===== config.mk =====
export PLATFORM = sky130hd
export DESIGN_NAME = utmi_tx_arbiter
export DESIGN_NICKNAME = d
export VERILOG_FILES = /design/src/rtl/utmi_tx_arb_pkg.sv /design/src/rtl/utmi_rr_pick.sv /design/src/rtl/utmi_tx_arbiter.sv
export SDC_FILE = /design/constraint.sdc
export NUM_CORES = 1
export LEC_CHECK = 0
export CAP_MARGIN = 20
export CELL_PAD_IN_SITES_DETAIL_PLACEMENT = 0
export CELL_PAD_IN_SITES_GLOBAL_PLACEMENT = 1
export CORE_AREA = 2 2 87 81
export DETAILED_ROUTE_END_ITERATION = 8
export DIE_AREA = 0 0 89 83
export DONT_BUFFER_PORTS = 1
export GPL_TIMING_DRIVEN = 0
export PLACE_DENSITY_LB_ADDON = 0.12
export REMOVE_ABC_BUFFERS = 1
export SYNTH_ARGS = -nofsm -noshare
export SYNTH_HDL_FRONTEND = slang
export SYNTH_HIERARCHICAL = 1
export SYNTH_SLANG_ARGS = --single-unit

===== constraint.sdc =====
create_clock -name clk_60mhz -period 2.04 [get_ports clk_60mhz]
set_input_delay 0.408 -clock clk_60mhz [delete_from_list [all_inputs] [get_ports clk_60mhz]]
set_output_delay 0.408 -clock clk_60mhz [all_outputs]
set_load 0.01 [all_outputs]

===== src/rtl/utmi_tx_arb_pkg.sv =====
// Shared types and helpers for the UTMI transmit arbiter.
// Holds the arbiter state encoding and the counter width helper.

package utmi_tx_arb_pkg;

    // Arbiter packet-level states, 2-bit encoding
    typedef enum logic [1:0] {
        IDLE = 2'd0,
        XFER = 2'd1,
        GAP  = 2'd2
    } arb_state_t;

    // Bits needed to hold the values 0..max_val, never less than one bit
    function automatic int cnt_width(input int max_val);
        int w;
        w = $clog2(max_val + 1);
        return (w < 1) ? 1 : w;
    endfunction

endpackage


===== src/rtl/utmi_rr_pick.sv =====
// Combinational mask-based round-robin picker.
// Picks the first set request bit at or after ptr, wrapping around to
// bit 0 when nothing at or above ptr is requesting.

module utmi_rr_pick
    import utmi_tx_arb_pkg::*;
#(
    parameter int N  = 4,
    parameter int PW = cnt_width(N - 1)
) (
    input  logic [N-1:0]  req,
    input  logic [PW-1:0] ptr,
    output logic [N-1:0]  gnt,
    output logic [PW-1:0] gnt_idx
);

    logic [N-1:0] mask;
    logic [N-1:0] masked;
    logic [N-1:0] pick_src;

    // Mask off bits below ptr, fall back to the full request vector,
    // then isolate the lowest set bit and encode its index
    always_comb begin
        mask     = ~((N'(1) << ptr) - N'(1));
        masked   = req & mask;
        pick_src = (|masked) ? masked : req;
        gnt      = pick_src & (~pick_src + N'(1));
        gnt_idx  = '0;
        for (int i = 0; i < N; i++) begin
            if (gnt[i]) begin
                gnt_idx = PW'(i);
            end
        end
    end

endmodule


===== src/rtl/utmi_tx_arbiter.sv =====
// Packet-level arbiter sharing the UTMI transmit byte path among N
// endpoint requesters. One requester is granted per packet in
// round-robin order; its bytes are forwarded with a ready/valid
// handshake. Packets longer than MAX_PKT are cut off, and an idle gap
// of GAP_CYC cycles follows every packet.
//
// Optional build macro: UTMI_TX_EP0_PRIO_EN
//   defined   - requester 0 wins every arbitration it takes part in and
//               an ep0 packet leaves the round-robin pointer untouched.
//   undefined - pure round-robin across all N requesters.

module utmi_tx_arbiter
    import utmi_tx_arb_pkg::*;
#(
    parameter int W       = 8,
    parameter int N       = 4,
    parameter int GAP_CYC = 2,
    parameter int MAX_PKT = 64
) (
    input  logic           clk_60mhz,
    input  logic           rst,
    input  logic [N-1:0]   ep_req,
    input  logic [N*W-1:0] ep_data,
    input  logic [N-1:0]   ep_valid,
    input  logic [N-1:0]   ep_last,
    output logic [N-1:0]   ep_ready,
    output logic [N-1:0]   ep_grant,
    output logic [W-1:0]   tx_data,
    output logic           tx_valid,
    input  logic           tx_ready,
    output logic           busy,
    output logic           pkt_done,
    output logic           len_err
);

    localparam int PW  = cnt_width(N - 1);
    localparam int BCW = cnt_width(MAX_PKT);
    localparam int GCW = cnt_width(GAP_CYC);

    arb_state_t     state;
    arb_state_t     state_nxt;
    logic [PW-1:0]  rr_ptr;
    logic [PW-1:0]  g_idx;
    logic [BCW-1:0] byte_cnt;
    logic [GCW-1:0] gap_cnt;

    logic [N-1:0]   pick_gnt;
    logic [PW-1:0]  pick_idx;
    logic [N-1:0]   win_gnt;
    logic [PW-1:0]  win_idx;

    logic           cur_last;
    logic           xfer_fire;
    logic           at_max;
    logic           pkt_end;
    logic           gap_done;
    logic           rr_advance;
    logic [PW-1:0]  rr_next;

    utmi_rr_pick #(
        .N  (N),
        .PW (PW)
    ) u_pick (
        .req     (ep_req),
        .ptr     (rr_ptr),
        .gnt     (pick_gnt),
        .gnt_idx (pick_idx)
    );

`ifdef UTMI_TX_EP0_PRIO_EN
    // Requester 0 overrides the round-robin choice, and its packets do
    // not move the pointer so the others keep their place in line
    always_comb begin
        win_gnt    = pick_gnt;
        win_idx    = pick_idx;
        rr_advance = (g_idx != '0);
        if (ep_req[0]) begin
            win_gnt = N'(1);
            win_idx = '0;
        end
    end
`else
    // Plain round-robin: the picker result is the winner and every
    // finished packet moves the pointer past its owner
    always_comb begin
        win_gnt    = pick_gnt;
        win_idx    = pick_idx;
        rr_advance = 1'b1;
    end
`endif

    // Pointer position just past the current owner, wrapping at N
    always_comb begin
        rr_next = (g_idx == PW'(N - 1)) ? '0 : g_idx + PW'(1);
    end

    // State register
    always_ff @(posedge clk_60mhz or posedge rst) begin
        if (rst) begin
            state <= IDLE;
        end else begin
            state <= state_nxt;
        end
    end

    // Next-state logic plus the combinational transmit path: the granted
    // lane is muxed straight through, and the end of a packet is either
    // its last byte or the MAX_PKT-th byte, whichever comes first
    always_comb begin
        state_nxt = state;
        tx_data   = '0;
        tx_valid  = 1'b0;
        cur_last  = 1'b0;
        ep_ready  = '0;
        busy      = (state != IDLE);
        if (state == XFER) begin
            for (int i = 0; i < N; i++) begin
                if (ep_grant[i]) begin
                    tx_data  = ep_data[i*W +: W];
                    tx_valid = ep_valid[i];
                    cur_last = ep_last[i];
                end
            end
            ep_ready = ep_grant & {N{tx_ready}};
        end
        xfer_fire = tx_valid && tx_ready;
        at_max    = (byte_cnt == BCW'(MAX_PKT - 1));
        pkt_end   = xfer_fire && (cur_last || at_max);
        gap_done  = (gap_cnt == GCW'(GAP_CYC - 1));
        case (state)
            IDLE: begin
                if (|ep_req) begin
                    state_nxt = XFER;
                end
            end
            XFER: begin
                if (pkt_end) begin
                    state_nxt = (GAP_CYC > 0) ? GAP : IDLE;
                end
            end
            GAP: begin
                if (gap_done) begin
                    state_nxt = IDLE;
                end
            end
            default: begin
                state_nxt = IDLE;
            end
        endcase
    end

    // Grant, counters, round-robin pointer and the end-of-packet pulses
    always_ff @(posedge clk_60mhz or posedge rst) begin
        if (rst) begin
            ep_grant <= '0;
            g_idx    <= '0;
            rr_ptr   <= '0;
            byte_cnt <= '0;
            gap_cnt  <= '0;
            pkt_done <= 1'b0;
            len_err  <= 1'b0;
        end else begin
            pkt_done <= 1'b0;
            len_err  <= 1'b0;
            case (state)
                IDLE: begin
                    if (|ep_req) begin
                        ep_grant <= win_gnt;
                        g_idx    <= win_idx;
                        byte_cnt <= '0;
                    end
                end
                XFER: begin
                    if (xfer_fire) begin
                        byte_cnt <= byte_cnt + BCW'(1);
                    end
                    if (pkt_end) begin
                        ep_grant <= '0;
                        byte_cnt <= '0;
                        gap_cnt  <= '0;
                        pkt_done <= cur_last;
                        len_err  <= !cur_last;
                        if (rr_advance) begin
                            rr_ptr <= rr_next;
                        end
                    end
                end
                GAP: begin
                    gap_cnt <= gap_done ? '0 : gap_cnt + GCW'(1);
                end
                default: begin
                    gap_cnt <= '0;
                end
            endcase
        end
    end

endmodule


==> flow_summary.html <==
<table>
<tr><th>Metric</th><th>Value</th></tr>
<tr><th colspan="2">Outcome</th></tr>
<tr><td>Status</td><td>completed</td></tr>
<tr><th colspan="2">GRT</th></tr>
<tr><td>Congestion Overflow GR</td><td>0</td></tr>
<tr><td>First-pass GRT wire length</td><td>~6700 um</td></tr>
<tr><td>Largest net degree at the start of global routing</td><td>24</td></tr>
<tr><td>Via count of the first global-routing pass</td><td>approximately 1400</td></tr>
<tr><td>Global-route usage over all layers</td><td>between 10% and 20%</td></tr>
<tr><td>Initial antenna violation count</td><td>0</td></tr>
<tr><th colspan="2">Final layout</th></tr>
<tr><td>Filler cell count in the final layout</td><td>just over 700</td></tr>
<tr><td>Layout overhead on the synthesized area</td><td>16.1%</td></tr>
<tr><td>Post-route cell area</td><td>about 0.0018 mm^2</td></tr>
<tr><td>Net count reported at finish</td><td>approximately 240</td></tr>
<tr><td>Layout cell share with drive strength beyond 1</td><td>a little under a quarter</td></tr>
<tr><td>Final Non-Filler Cells</td><td>between 200 and 300</td></tr>
<tr><td>Total inserted antenna cells</td><td>0</td></tr>
<tr><th colspan="2">Clock network</th></tr>
<tr><td>Clock tree from TritonCTS</td><td>done</td></tr>
<tr><td>Sink Count</td><td>21</td></tr>
<tr><td>Clock buffer depth</td><td>2</td></tr>
<tr><td>Htree depth</td><td>1</td></tr>
<tr><td>Clock Root Buffer</td><td>clkbuf_8</td></tr>
<tr><td>CTS buffer count</td><td>3</td></tr>
<tr><td>Clock-pin slew of the registers on the worst-case setup and hold paths</td><td>approximately 0.09 ns</td></tr>
<tr><td>Number of hold buffers added after CTS</td><td>0</td></tr>
<tr><td>Source-to-sink clock delay at the later pin of the worst-skew pair</td><td>roughly 0.27 ns</td></tr>
<tr><th colspan="2">Floorplan</th></tr>
<tr><td>Core box area</td><td>around 0.0064 mm^2</td></tr>
<tr><td>Chip height</td><td>83 um</td></tr>
<tr><td>Boundary pin count</td><td>67</td></tr>
<tr><td>Area of the die</td><td>~0.0074 mm^2</td></tr>
<tr><td>Effective utilization at floorplan</td><td>between 20% and 30%</td></tr>
<tr><td>Horiz. Die Dim</td><td>roughly 89 um</td></tr>
<tr><td>FP Rows</td><td>28</td></tr>
<tr><th colspan="2">STA</th></tr>
<tr><td>Slew Limit Headroom</td><td>a little over two fifths</td></tr>
<tr><td>Worst slack on hold paths</td><td>around 0.20 ns</td></tr>
<tr><td>Final Setup Violations</td><td>0</td></tr>
<tr><td>Slew at the pin closest to its max-slew limit</td><td>roughly 0.85 ns</td></tr>
<tr><td>Fin. Hold Viols</td><td>0</td></tr>
<tr><td>Post-layout minimum cycle time</td><td>just over 2 ns</td></tr>
<tr><td>Period utilisation layout</td><td>99.2%</td></tr>
<tr><td>Peak clock frequency supported by timing</td><td>494 MHz</td></tr>
<tr><td>Count of final max-slew check failures</td><td>0</td></tr>
<tr><td>Unrepaired setup endpoints after global routing</td><td>true</td></tr>
<tr><td>Worst clock skew on the final layout</td><td>between 0.01 and 0.015 ns</td></tr>
<tr><th colspan="2">Setup path</th></tr>
<tr><td>Element type at the critical path end</td><td>primary output</td></tr>
<tr><td>Worst EP required</td><td>~1.6 ns</td></tr>
<tr><td>Top fanout value on the critical path</td><td>8</td></tr>
<tr><td>Data arrival at the endpoint of the critical path</td><td>between 1.5 and 2 ns</td></tr>
<tr><td>Setup CP Type</td><td>flop to primary output</td></tr>
<tr><td>Crit start category</td><td>flop</td></tr>
<tr><th colspan="2">Logic synthesis</th></tr>
<tr><td>Number of synthesized flops with an enable pin</td><td>0</td></tr>
<tr><td>Synth warn</td><td>6</td></tr>
<tr><td>Async S/R FF share, synth</td><td>100%</td></tr>
<tr><td>Cells after synthesis</td><td>roughly 190</td></tr>
<tr><td>Post-synthesis sequential area ratio</td><td>33.6%</td></tr>
<tr><td>Post-synth top cells</td><td>dfrtp_1 (21), nand2_1 (21), a21oi_1 (17), nor2_1 (17), nor2b_1 (15)</td></tr>
<tr><td>Top cells by area in the synthesized netlist</td><td>dfrtp_1 (34%), nor2b_1 (6.0%), a21oi_1 (5.4%)</td></tr>
<tr><td>Number of distinct standard cells referenced by the synthesized netlist</td><td>47</td></tr>
<tr><td>Synth Cell Area</td><td>0.00157 mm^2</td></tr>
<tr><td>Number of storage elements in the synthesis netlist</td><td>21</td></tr>
<tr><td>Fraction of synthesized cell area taken by the top area cell type</td><td>33.6%</td></tr>
<tr><td>Most common flop cell mapped by yosys</td><td>dfrtp_1</td></tr>
<tr><td>Yosys top cell by area</td><td>dfrtp_1</td></tr>
<tr><td>Syn Area/Cell</td><td>roughly 8.1 um^2</td></tr>
<tr><th colspan="2">Drt</th></tr>
<tr><td>Via density</td><td>between 5 and 6</td></tr>
<tr><td>Overall via count from detail_route</td><td>approximately 1500</td></tr>
<tr><td>Sum of routed wire length over all layers</td><td>4520 um</td></tr>
<tr><td>Number of nets still failing antenna checks after routing</td><td>0</td></tr>
<tr><td>Average routed wire per standard cell</td><td>approximately 16 um</td></tr>
<tr><td>Remaining design rule violation count</td><td>0</td></tr>
<tr><td>DRC marker count from the first detailed-route iteration</td><td>95</td></tr>
<tr><td>Drt first pass iters</td><td>4</td></tr>
<tr><th colspan="2">Power and ir drop</th></tr>
<tr><td>Leakage</td><td>approximately 0.74 nW</td></tr>
<tr><td>Power per cell area</td><td>1480 mW/mm^2</td></tr>
<tr><td>Total design power</td><td>approximately 2.7 mW</td></tr>
<tr><td>Max IR drop VDD</td><td>about 470 uV</td></tr>
<tr><th colspan="2">Placed design</th></tr>
<tr><td>Post-DP HPWL</td><td>~3000 um</td></tr>
<tr><td>Number of placed instances with taps included</td><td>269</td></tr>
<tr><td>Post-placement cell area</td><td>0.00160 mm^2</td></tr>
<tr><td>Placer's final routability congestion estimate</td><td>slightly below 0.8</td></tr>
<tr><td>Count of input and output buffers</td><td>0</td></tr>
<tr><th colspan="2">Hold path</th></tr>
<tr><td>Hold/Removal Path Class</td><td>input port to asynchronous set/reset pin</td></tr>
<tr><th colspan="2">Flow run</th></tr>
<tr><td>Count of maximum capacitance violations</td><td>0</td></tr>
</table>
routing by layer:
metal	routed length (um)	global-route usage (%)
met2	2160	18.6
met4	17	1.76
met3	307	3.58
met1	2030	14.8
met5	0	0
critical path, stage by stage, from the launching register on:
cell	delay (ns)
dfrtp_2	0.52
buf_6	0.18
nand3b_1	0.19
a211o_1	0.34
nor2_4	0.13
metrics by stage:
stage | utilization [%] | setup slack (ns) | setup TNS, ns
4_1_cts | 27.1 | -0.0135 | -0.0135
2_1_floorplan | - | 0.0671 | 0
3_5_place_dp | 24.8 | -0.392 | -4.14
5_1_grt | 28.2 | -0.0639 | -0.327
6_report | 28.2 | 0.0165 | 0
3_3_place_gp | 24.8 | -0.347 | -3.06
placed cells by master (no fill, tap or decap), types with 3 or more instances in the layout:
cell type | Yosys | layout
a21oi_1 | 17 | 16
a221oi_1 | 8 | 6
and3_1 | 6 | 6
buf_4 | 0 | 8
clkbuf_8 | 0 | 3
dfrtp_1 | 21 | 17
inv_1 | 5 | 5
nand2_1 | 21 | 21
nand2b_1 | 4 | 3
nand3b_1 | 3 | 3
nor2_1 | 17 | 8
nor2_2 | 0 | 8
nor2b_1 | 15 | 13
nor3_1 | 10 | 10
o21ai_0 | 6 | 6
o21ai_1 | 7 | 7
kinds of logic after synthesis:
logic type | count (synthesis) | synth area share (%)
and+or+nand+nor | 89 | 30.4
AOI/OAI and AO/OA | 58 | 25.3
DFF | 21 | 33.6
buffers and inverters | 19 | 6.39
muxes | 4 | 2.80
adders and majority gates | 2 | 1.60
layout make-up:
cell class	count	area, um^2	share of cell area, %
clock buffers	3	41.3	2.27
multi-input cells	153	1030	56.8
inverters	5	18.8	1.03
well taps	90	113	6.19
clock inverters	1	5.00	0.275
repair buffers	9	71.3	3.92
flip-flops and latches	21	536	29.5
path summary, 6_finish.rpt:
path / start / endpoint / slack (ns) / depth (start not counted)
min reg2reg: g_idx[0] / rr_ptr[0] / 0.49 / 1
max: ep_grant[1] / tx_valid / 0.02 / 4
min in group clk_60mhz: ep_req[3] / ep_grant[3] / 0.37 / 3
max reg2reg: ep_grant[1] / byte_cnt[3] / 0.04 / 6
min: rst / byte_cnt[0] / 0.20 / 1
max in group asynchronous: rst / ep_grant[3] / 1.23 / 1
flip-flops by register name, summed over array words and instances (netlist names):
register and flops:
byte_cnt 7, ep_grant 4, g_idx 2, gap_cnt 2
len_err 1, pkt_done 1, rr_ptr 2, state 2
power by group:
part           switching (mW)  internal (mW)
registers               0.272          0.544
logic                   0.922          0.675
clock network           0.145          0.136
what timing repair did:
| item | CTS | global route |
|---|---|---|
| pin swaps | 1 | 1 |
| endpoints found under the setup margin | 27 | 16 |
| setup buffers | 7 | 2 |
| gates resized for setup | 16 | 18 |
Power figures use the tool's default switching activity.
